===== config.mk =====
export PLATFORM = sky130hd
export DESIGN_NAME = gcd_stein
export DESIGN_NICKNAME = d
export VERILOG_FILES = /design/src/rtl/gcd_stein.sv
export SDC_FILE = /design/constraint.sdc
export NUM_CORES = 1
export LEC_CHECK = 0
export CORE_ASPECT_RATIO = 1.5
export CORE_MARGIN = 2
export CORE_UTILIZATION = 45
export CTS_CLUSTER_SIZE = 24
export DETAILED_ROUTE_END_ITERATION = 10
export PLACE_DENSITY = 0.62
export SLEW_MARGIN = 5
export SYNTH_ARGS = -nofsm -noshare
export SYNTH_HDL_FRONTEND = slang
export SYNTH_SLANG_ARGS = --single-unit
export TNS_END_PERCENT = 5

===== constraint.sdc =====
create_clock -name clk -period 7.84 [get_ports clk]
set_input_delay 1.568 -clock clk [delete_from_list [all_inputs] [get_ports clk]]
set_output_delay 1.568 -clock clk [all_outputs]
set_load 0.02 [all_outputs]

===== src/rtl/gcd_stein.sv =====
// Multi-cycle binary (Stein) GCD engine: shifts and subtracts only, start/ready
// handshake, registered result-valid flag and zero-operand shortcut.
module gcd_stein #(
  parameter  int unsigned WIDTH = 16,
  localparam int unsigned KW    = $clog2(WIDTH + 1)
) (
  input  logic             clk,
  input  logic             nrst,
  input  logic             start,
  input  logic [WIDTH-1:0] a,
  input  logic [WIDTH-1:0] b,
  output logic             ready,
  output logic             fin,
  output logic [WIDTH-1:0] o
);

  typedef enum logic [1:0] {
    S_IDLE,
    S_STRIP,
    S_REDUCE,
    S_DONE
  } state_e;

  state_e           state_q, state_d;
  logic [WIDTH-1:0] x_q, x_d;
  logic [WIDTH-1:0] y_q, y_d;
  logic [WIDTH-1:0] o_q, o_d;
  logic [KW-1:0]    k_q, k_d;
  logic             fin_q, fin_d;
  logic             ready_q, ready_d;

  // State and datapath registers
  always_ff @(posedge clk or negedge nrst) begin
    if (!nrst) begin
      state_q <= S_IDLE;
      x_q     <= '0;
      y_q     <= '0;
      o_q     <= '0;
      k_q     <= '0;
      fin_q   <= 1'b0;
      ready_q <= 1'b1;
    end else begin
      state_q <= state_d;
      x_q     <= x_d;
      y_q     <= y_d;
      o_q     <= o_d;
      k_q     <= k_d;
      fin_q   <= fin_d;
      ready_q <= ready_d;
    end
  end

  // Next-state and datapath update
  always_comb begin
    state_d = state_q;
    x_d     = x_q;
    y_d     = y_q;
    o_d     = o_q;
    k_d     = k_q;
    fin_d   = 1'b0;

    unique case (state_q)
      S_IDLE, S_DONE: begin
        if (start) begin
          x_d = a;
          y_d = b;
          k_d = '0;
          if ((a == '0) || (b == '0)) begin
            o_d     = a | b;
            state_d = S_DONE;
          end else begin
            state_d = S_STRIP;
          end
        end else begin
          // fin trails entry into DONE by one cycle and drops on the accepting edge
          fin_d = (state_q == S_DONE);
        end
      end
      S_STRIP: begin
        if (!x_q[0] && !y_q[0]) begin
          x_d = x_q >> 1;
          y_d = y_q >> 1;
          k_d = k_q + KW'(1);
        end else begin
          state_d = S_REDUCE;
        end
      end
      S_REDUCE: begin
        if (!x_q[0]) begin
          x_d = x_q >> 1;
        end else if (!y_q[0]) begin
          y_d = y_q >> 1;
        end else if (x_q == y_q) begin
          o_d     = x_q << k_q;
          state_d = S_DONE;
        end else if (x_q > y_q) begin
          x_d = x_q - y_q;
        end else begin
          y_d = y_q - x_q;
        end
      end
      default: state_d = S_IDLE;
    endcase

    ready_d = (state_d == S_IDLE) || (state_d == S_DONE);
  end

  assign ready = ready_q;
  assign fin   = fin_q;
  assign o     = o_q;

endmodule


# Word-level counts from Yosys, hierarchy flattened
# Index checks and enable logic that the tools add are counted.
# op_classes
n_bitwise,1
n_lt_le_gt_ge,1
n_reduce_logical,18
eq_ne,16
shifts,1
add_sub_neg,3
n_mux,32
# op_table
op,count
16-bit 2-to-1 mux,17
16-bit one-hot mux with 3 select lines,2
16-bit zero test,2
16-bit one-hot mux with 2 select lines,1
16-bit subtractor,2
16-bit equality test,1
16-bit greater-than comparator,1
16-bit bitwise OR,1
16-bit by 5-bit left shift with 16-bit output,1
"3-bit != test, second input constant",5
2-bit 2-to-1 mux,6
"2-bit != test, second input constant",6
5-bit 2-to-1 mux,2
5-bit one-hot mux with 2 select lines,1
5-bit AND reduction,2
"2-bit equality test, second input constant",3
2-bit one-hot mux with 3 select lines,1
3-bit AND reduction,2
6-bit AND reduction,1
"5-bit by 1-bit adder with 5-bit output, second input constant",1
2-bit zero test,2
2-bit nonzero test,2
"2-bit by 1-bit equality test with 1-bit output, second input constant",1
1-bit zero test,2
5 further kinds,7
# totals
in_bits,35
word_cells,81
register_bits,57

# Logic depth before layout (Yosys ltp)
# Gate-level depths: netlist (run 1).
# depth
depth_word,7
mapped_depth,14
depth_no_buf,12

# Least setup slack after synthesis (run 1)
# No wires, ideal clock.
# synth_path
kind,input -> register
startpoint,input a[1]
endpoint,"register o_q[0], in the netlist o[0]"
stages,7
required_ns,7.715
setup_slack_ns,5.047
arrival_ns,2.667
path_buffers,1
setup_ns,0.125
path_cell_list,nor4_1 -> nand4_1 -> nand2_1 -> a21oi_1 -> o21bai_1 -> buf_6 -> mux2_4
# synth_via
elab_chain_cells,4
# synth_lines
element,line_no,text
from (decl),10,"input logic [WIDTH-1:0] a,"
16-bit zero test,68,if ((a == '0) || (b == '0)) begin
1-bit logical OR,68,
2-bit != test (no line),-,
6-bit AND reduction (no line),-,
to (signal assigned),38,o_q <= '0;
to (signal assigned),46,o_q <= o_d;
to (decl),27,"logic [WIDTH-1:0] o_q, o_d;"
# Every way passes these cells.
# A chain may end at the register's enable or synchronous reset.

# Final worst setup path (run 1)
# layout_path
startpoint,input start
endpoint,register x_q[13]
# layout_via
elab_chain_cells,2
# layout_lines
element,line_no,text
from (decl),9,"input logic start,"
2-bit != test (no line),-,
5-bit AND reduction (no line),-,
to (signal assigned),36,x_q <= '0;
to (signal assigned),44,x_q <= x_d;
to (decl),25,"logic [WIDTH-1:0] x_q, x_d;"
# Every way passes these cells.

==> results of run 1 <==
metrics by stage:
step | instance area [um2] | std cells | utilization (%)
6_report | 6193 | 856 | 52.34
5_1_grt | 6193 | 856 | 52.34
4_1_cts | 6193 | 856 | 52.34
3_5_place_dp | 5857 | 840 | 49.50
3_3_place_gp | 5857 | 840 | 49.50
2_1_floorplan | 5406 | 677 | -
worst min-delay path, stage by stage (launching register included):
cell and delay [ns]:
dfrtp_1 0.34, nand2_1 0.04, o21ai_0 0.06
placed cells by master (no fill, tap or decap), types with 7 or more instances in the layout:
| master | count |
|---|---|
| dfrtp_1 | 56 |
| a222oi_1 | 15 |
| o211ai_1 | 8 |
| o31ai_2 | 9 |
| ha_1 | 38 |
| clkbuf_16 | 9 |
| nand4_1 | 7 |
| xnor2_1 | 20 |
| a21oi_1 | 47 |
| clkdlybuf4s50_1 | 51 |
| mux2i_1 | 12 |
| nor4_1 | 8 |
| nor3_1 | 9 |
| nand2_1 | 79 |
| a221oi_1 | 12 |
| nand3_1 | 17 |
| o21ai_0 | 55 |
| a21o_1 | 8 |
| a31oi_1 | 9 |
| inv_1 | 46 |
| nor2_1 | 67 |
layout make-up:
cell class	count	area [um2]
Clock buffer	11	232.7
Multi-Input combinational cell	526	3508
Fill cell	1121	5639
Timing Repair Buffer	57	553.0
Tap cell	153	191.4
Sequential cell	57	1428
Clock inverter	5	103.9
Inverter	47	176.4
per-layer routing:
metal,vias up,GRT usage (%)
li1,2493,-
met1,2464,32.46
met2,224,45.51
met3,55,3.488
met4,0,14.16
met5,-,0
sequential cells by signal (all words and copies together) (netlist names):
register,cells
x_q,16
y_q,16
k_q,5
ready,1
o,16
state_q,2
fin,1
how the worst max path moves through the flow:
stage	cells after the start	endpoint
2_1_floorplan	7	o[0]$_DFFE_PN0P_
3_3_place_gp	5	x_q[13]$_DFFE_PN0P_
3_5_place_dp	5	x_q[13]$_DFFE_PN0P_
4_1_cts	5	x_q[13]$_DFFE_PN0P_
5_1_grt	5	x_q[13]$_DFFE_PN0P_
6_report	5	x_q[13]$_DFFE_PN0P_
logic make-up after synthesis:
| group | after synthesis |
|---|---|
| xor gates and xnor gates | 26 |
| AOI/OAI and AO/OA | 217 |
| adders and majority gates | 40 |
| buffers and inverters | 94 |
| and+or+nand+nor | 225 |
| DFF | 57 |
| muxes | 18 |
==> results.ini, run 1 <==
[outcome]
status=completed

[routing]
met2_length_um=8352
vias=5236
wl_per_cell_um=19.62
wl_met1_um=6584
via_per_inst=6.117
wl_met3_um=1017
drc=0
postRouteAntennaNets=0
drt_iter0_drc=477
route.top_layer_used=met4
routed_wl_um=16800
firstDrtPassIters=5

[layout]
nets=773
layout-drive-gt1-share_pct=7.681
antenna_cells=0
areaGrowthSynthToFinish_pct=14.56

[die]
start_util_pct=45.69
die_height_um=138.2
die_x_um=93.50
io_pins=53
die_area_um2=12930
core_area_um2=11830
rows=49

[place]
io_buffers=52
dp_worst_setup_slack_ns=3.728
gp_congestion=0.9433
dp_hpwl_um=12690

[clock_network]
cts_tree=built
ctsRootBufferMaster=clkbuf_16
holdBufCountCts=0
cts.path.max_buffers=2
ctsResizeCount=0
numCtsBuffers=9
clk_pin_slew_ns=0.05
clk_latency_ns=0.34
postCtsSetupBuffers=0
h-tree-depth=3
cts.sinks=57

[logic_synthesis]
synth_compound_area_share_pct=27.47
synth_ff_type=dfrtp_1
syn_nets=752
synth_commonest_cells=79 x nand2_1, 67 x nor2_1, 56 x dfrtp_1
syn_area_um2=5406
ys_warn_count=0
synth-simple-area-share_pct=19.93
synth.most_common_cell=nand2_1
synth_xor_area_share_pct=4.212
muxShareOfSynthArea_pct=3.680
synth_cell_types=69
yosysSeqAreaShare_pct=26.41
synth_area_leader_cell=dfrtp_1
synth_edf_count=0
async_flop_share_pct=100.0
ys_top_cells_by_area=dfrtp_1 26%, ha_1 8.8%, nand2_1 5.5%
synth_cells=677
synth_top_area_share_pct=25.92
synth.ff_latch_count=57
synth-adder-area-share_pct=9.535
synth_top_family_by_area=compound AO/OA/AOI/OAI gates
synth_area_per_cell_um2=7.986

[global_routing]
antenna_found_initial=0
overflow=0
grt_max_degree=58
grt_use_total_pct=26.79
grt_pass1_wl_um=27310
grt_pass1_vias=5196

[sta]
worst_slack_ns=4.015
worstMarginPinSlew_ns=1.153
fin_tns_setup_ns=0
rsz0062_at_grt=no
skew_ns=0.01031
holdWs_ns=0.4743
min_period_ns=3.825
hold_violations=0
slew_viol_final=0
timing.slew.headroom_pct=22.85
finalSetupViolations=0
fin_crit_sh_pct=48.79
max_freq_mhz=261.5

[setup_path]
regToRegStartpoint=x_q[0]$_DFFE_PN0P_
cp-startpoint=start
crit_chain=clkdlybuf4s50_1, nor2_1, a211oi_1, nand2_2, a221o_1
r2r_end=y_q[13]$_DFFE_PN0P_
slowest_stage=clkdlybuf4s50_1
crit_path_start_kind=input port
cp.required_ns=8.06
r2r_slack_ns=4.31
path_buf_inv=1
path_class=in -> reg
end_kind=register
critPathMaxFanout=27
reg2reg_depth=12
cp_top_family=compound AO/OA/AOI/OAI gates
cp.arrival_ns=4.04
cpPeakStageDelay_ns=0.70

[worst_hold_path]
hp-class=reg -> reg
min_from=o[6]$_DFFE_PN0P_
worst_hold_path.num_cells=2
whs_endpoint=o[6]$_DFFE_PN0P_

[job]
maxCapViolations=0

Power of run 1 is not shown: default switching activity piles up to over one toggle a cycle in this logic, so the estimate is an artifact.
==> run 2: changes to the inputs <==
==> constraint.sdc (replaced) <==
create_clock -name clk -period 3.6 [get_ports clk]
set_input_delay 0.72 -clock clk [delete_from_list [all_inputs] [get_ports clk]]
set_output_delay 0.72 -clock clk [all_outputs]
set_load 0.02 [all_outputs]
==> results.ini, run 2 (synthesis results as in run 1) <==
[clock_network]
holdBufCountCts=0  ; unchanged
cts.path.max_buffers=2  ; unchanged
ctsRootBufferMaster=clkbuf_16  ; unchanged
cts_tree=built  ; unchanged
numCtsBuffers=9  ; unchanged
postCtsSetupBuffers=0  ; unchanged
h-tree-depth=3  ; unchanged
cts.sinks=57  ; unchanged
clk_pin_slew_ns=0.06  ; was 0.05 ns
ctsResizeCount=0  ; unchanged
clk_latency_ns=0.34  ; about the same

[die]
core_area_um2=11830  ; unchanged
io_pins=53  ; unchanged
rows=49  ; unchanged
die_x_um=93.50  ; unchanged
die_height_um=138.2  ; unchanged
die_area_um2=12930  ; unchanged
start_util_pct=45.69  ; unchanged

[sta]
skew_ns=0.009120  ; was 0.01031 ns
hold_violations=0  ; unchanged
fin_tns_setup_ns=0  ; unchanged
timing.slew.headroom_pct=26.65  ; was 22.85%
holdWs_ns=0.3566  ; was 0.4743 ns
finalSetupViolations=0  ; unchanged
min_period_ns=3.233
max_freq_mhz=309.3
slew_viol_final=0  ; unchanged
fin_crit_sh_pct=89.80
worstMarginPinSlew_ns=1.096  ; was 1.153 ns
rsz0062_at_grt=no  ; unchanged

[layout]
layout-drive-gt1-share_pct=8.720  ; was 7.681%
layout_common_cells=79 x nand2_1, 67 x nor2_1, 56 x dfrtp_1  ; unchanged
fin_cells=864  ; was 856
antenna_cells=0  ; unchanged
nets=781  ; was 773
layout_commonest_cell=nand2_1  ; unchanged
areaGrowthSynthToFinish_pct=15.00  ; was 14.56%

[routing]
wl_per_cell_um=19.48  ; was 19.62 um
routed_wl_um=16830  ; was 16800 um
via_per_inst=6.061  ; was 6.117
postRouteAntennaNets=0  ; unchanged
drt_iter0_drc=444  ; was 477
vias=5237  ; was 5236
drc=0  ; unchanged
firstDrtPassIters=5  ; unchanged

[setup_path]
reg2reg_depth=12  ; unchanged
end_kind=register  ; unchanged
cp.arrival_ns=3.45  ; was 4.04 ns
regToRegStartpoint=x_q[0]$_DFFE_PN0P_  ; unchanged
cp.required_ns=3.82  ; was 8.06 ns
critPathMaxFanout=27  ; unchanged
path_class=reg -> reg  ; was in -> reg
r2r_end=x_q[13]$_DFFE_PN0P_  ; was y_q[13]$_DFFE_PN0P_
r2r_slack_ns=0.37  ; was 4.31 ns
crit_path_start_kind=register  ; was input port

[place]
gp_congestion=0.9183  ; was 0.9433
placedCellCount=848  ; was 840
io_buffers=52  ; unchanged
dp_hpwl_um=13190  ; was 12690 um

[global_routing]
grt_pass1_vias=5050  ; was 5196
grt_pass1_wl_um=26890  ; was 27310 um
grt_use_total_pct=26.57  ; was 26.79%
antenna_found_initial=0  ; unchanged
overflow=0  ; unchanged
grt_max_degree=35  ; was 58

[outcome]
status=completed  ; unchanged

[worst_hold_path]
hp-class=in -> async  ; was reg -> reg

[job]
maxCapViolations=0  ; unchanged

run 2: worst max-delay path by stage:
stage | slack, ns | from | to | cells after the start
final | 0.37 | x_q[0]$_DFFE_PN0P_ | x_q[13]$_DFFE_PN0P_ | 12
after global routing | 0.18 | x_q[0]$_DFFE_PN0P_ | x_q[13]$_DFFE_PN0P_ | 12
after CTS | 0.39 | x_q[0]$_DFFE_PN0P_ | x_q[13]$_DFFE_PN0P_ | 12
after detailed placement | 0.39 | x_q[0]$_DFFE_PN0P_ | x_q[13]$_DFFE_PN0P_ | 12
after floorplan | 1.02 | x_q[0]$_DFFE_PN0P_ | y_q[14]$_DFFE_PN0P_ | 13
after global placement | 0.44 | x_q[0]$_DFFE_PN0P_ | x_q[13]$_DFFE_PN0P_ | 12
run 2: stage by stage:
stage	setup WS (ns)	instance area (um2)	util (%)
6_report	0.3674	6217	52.54
5_1_grt	0.1794	6217	52.54
3_3_place_gp	0.4398	5917	50.01
2_1_floorplan	1.018	5406	-
3_5_place_dp	0.3900	5917	50.01
4_1_cts	0.3868	6217	52.54
run 2: metal layers:
| metal | global-route usage [%] | vias to the layer above | wire (um) |
|---|---|---|---|
| met3 | 3.760 | 53 | 938 |
| met1 | 32.02 | 2481 | 6653 |
| li1 | - | 2506 | - |
| met4 | 13.31 | 0 | 804 |
| met2 | 45.48 | 197 | 8431 |
| met5 | 0 | - | 0 |
run 2: area by class of cell:
type,instances,area [um2]
fill,1136,5615
timing repair buffer,65,613.1
inverter,47,176.4
clock inverter,3,40.04
multi-input combinational,526,3508
tap,153,191.4
sequential,57,1428
clock buffer,13,260.3
run 2: worst max-delay path, stage by stage (launching register included):
cell	delay, ns
dfrtp_1	0.49
inv_1	0.26
ha_1	0.22
inv_1	0.06
fa_1	0.39
nand3_1	0.13
a21o_1	0.18
and2_4	0.17
o21a_4	0.16
o211ai_2	0.10
nand2_2	0.49
nor2_1	0.12
a221o_1	0.35
Power of run 2 is left out for the same reason.
==> run 3: changes to the inputs <==
--- a/config.mk
+++ b/config.mk
@@ -5,6 +5,7 @@
 export SDC_FILE = /design/constraint.sdc
 export NUM_CORES = 1
 export LEC_CHECK = 0
+export ABC_CLOCK_PERIOD_IN_PS = 3600
 export CORE_ASPECT_RATIO = 1.5
 export CORE_MARGIN = 2
 export CORE_UTILIZATION = 45
==> results of run 3 <==
Final layout, timing and power as in run 2 (identical DEF).
Power of run 3 is left out for the same reason.
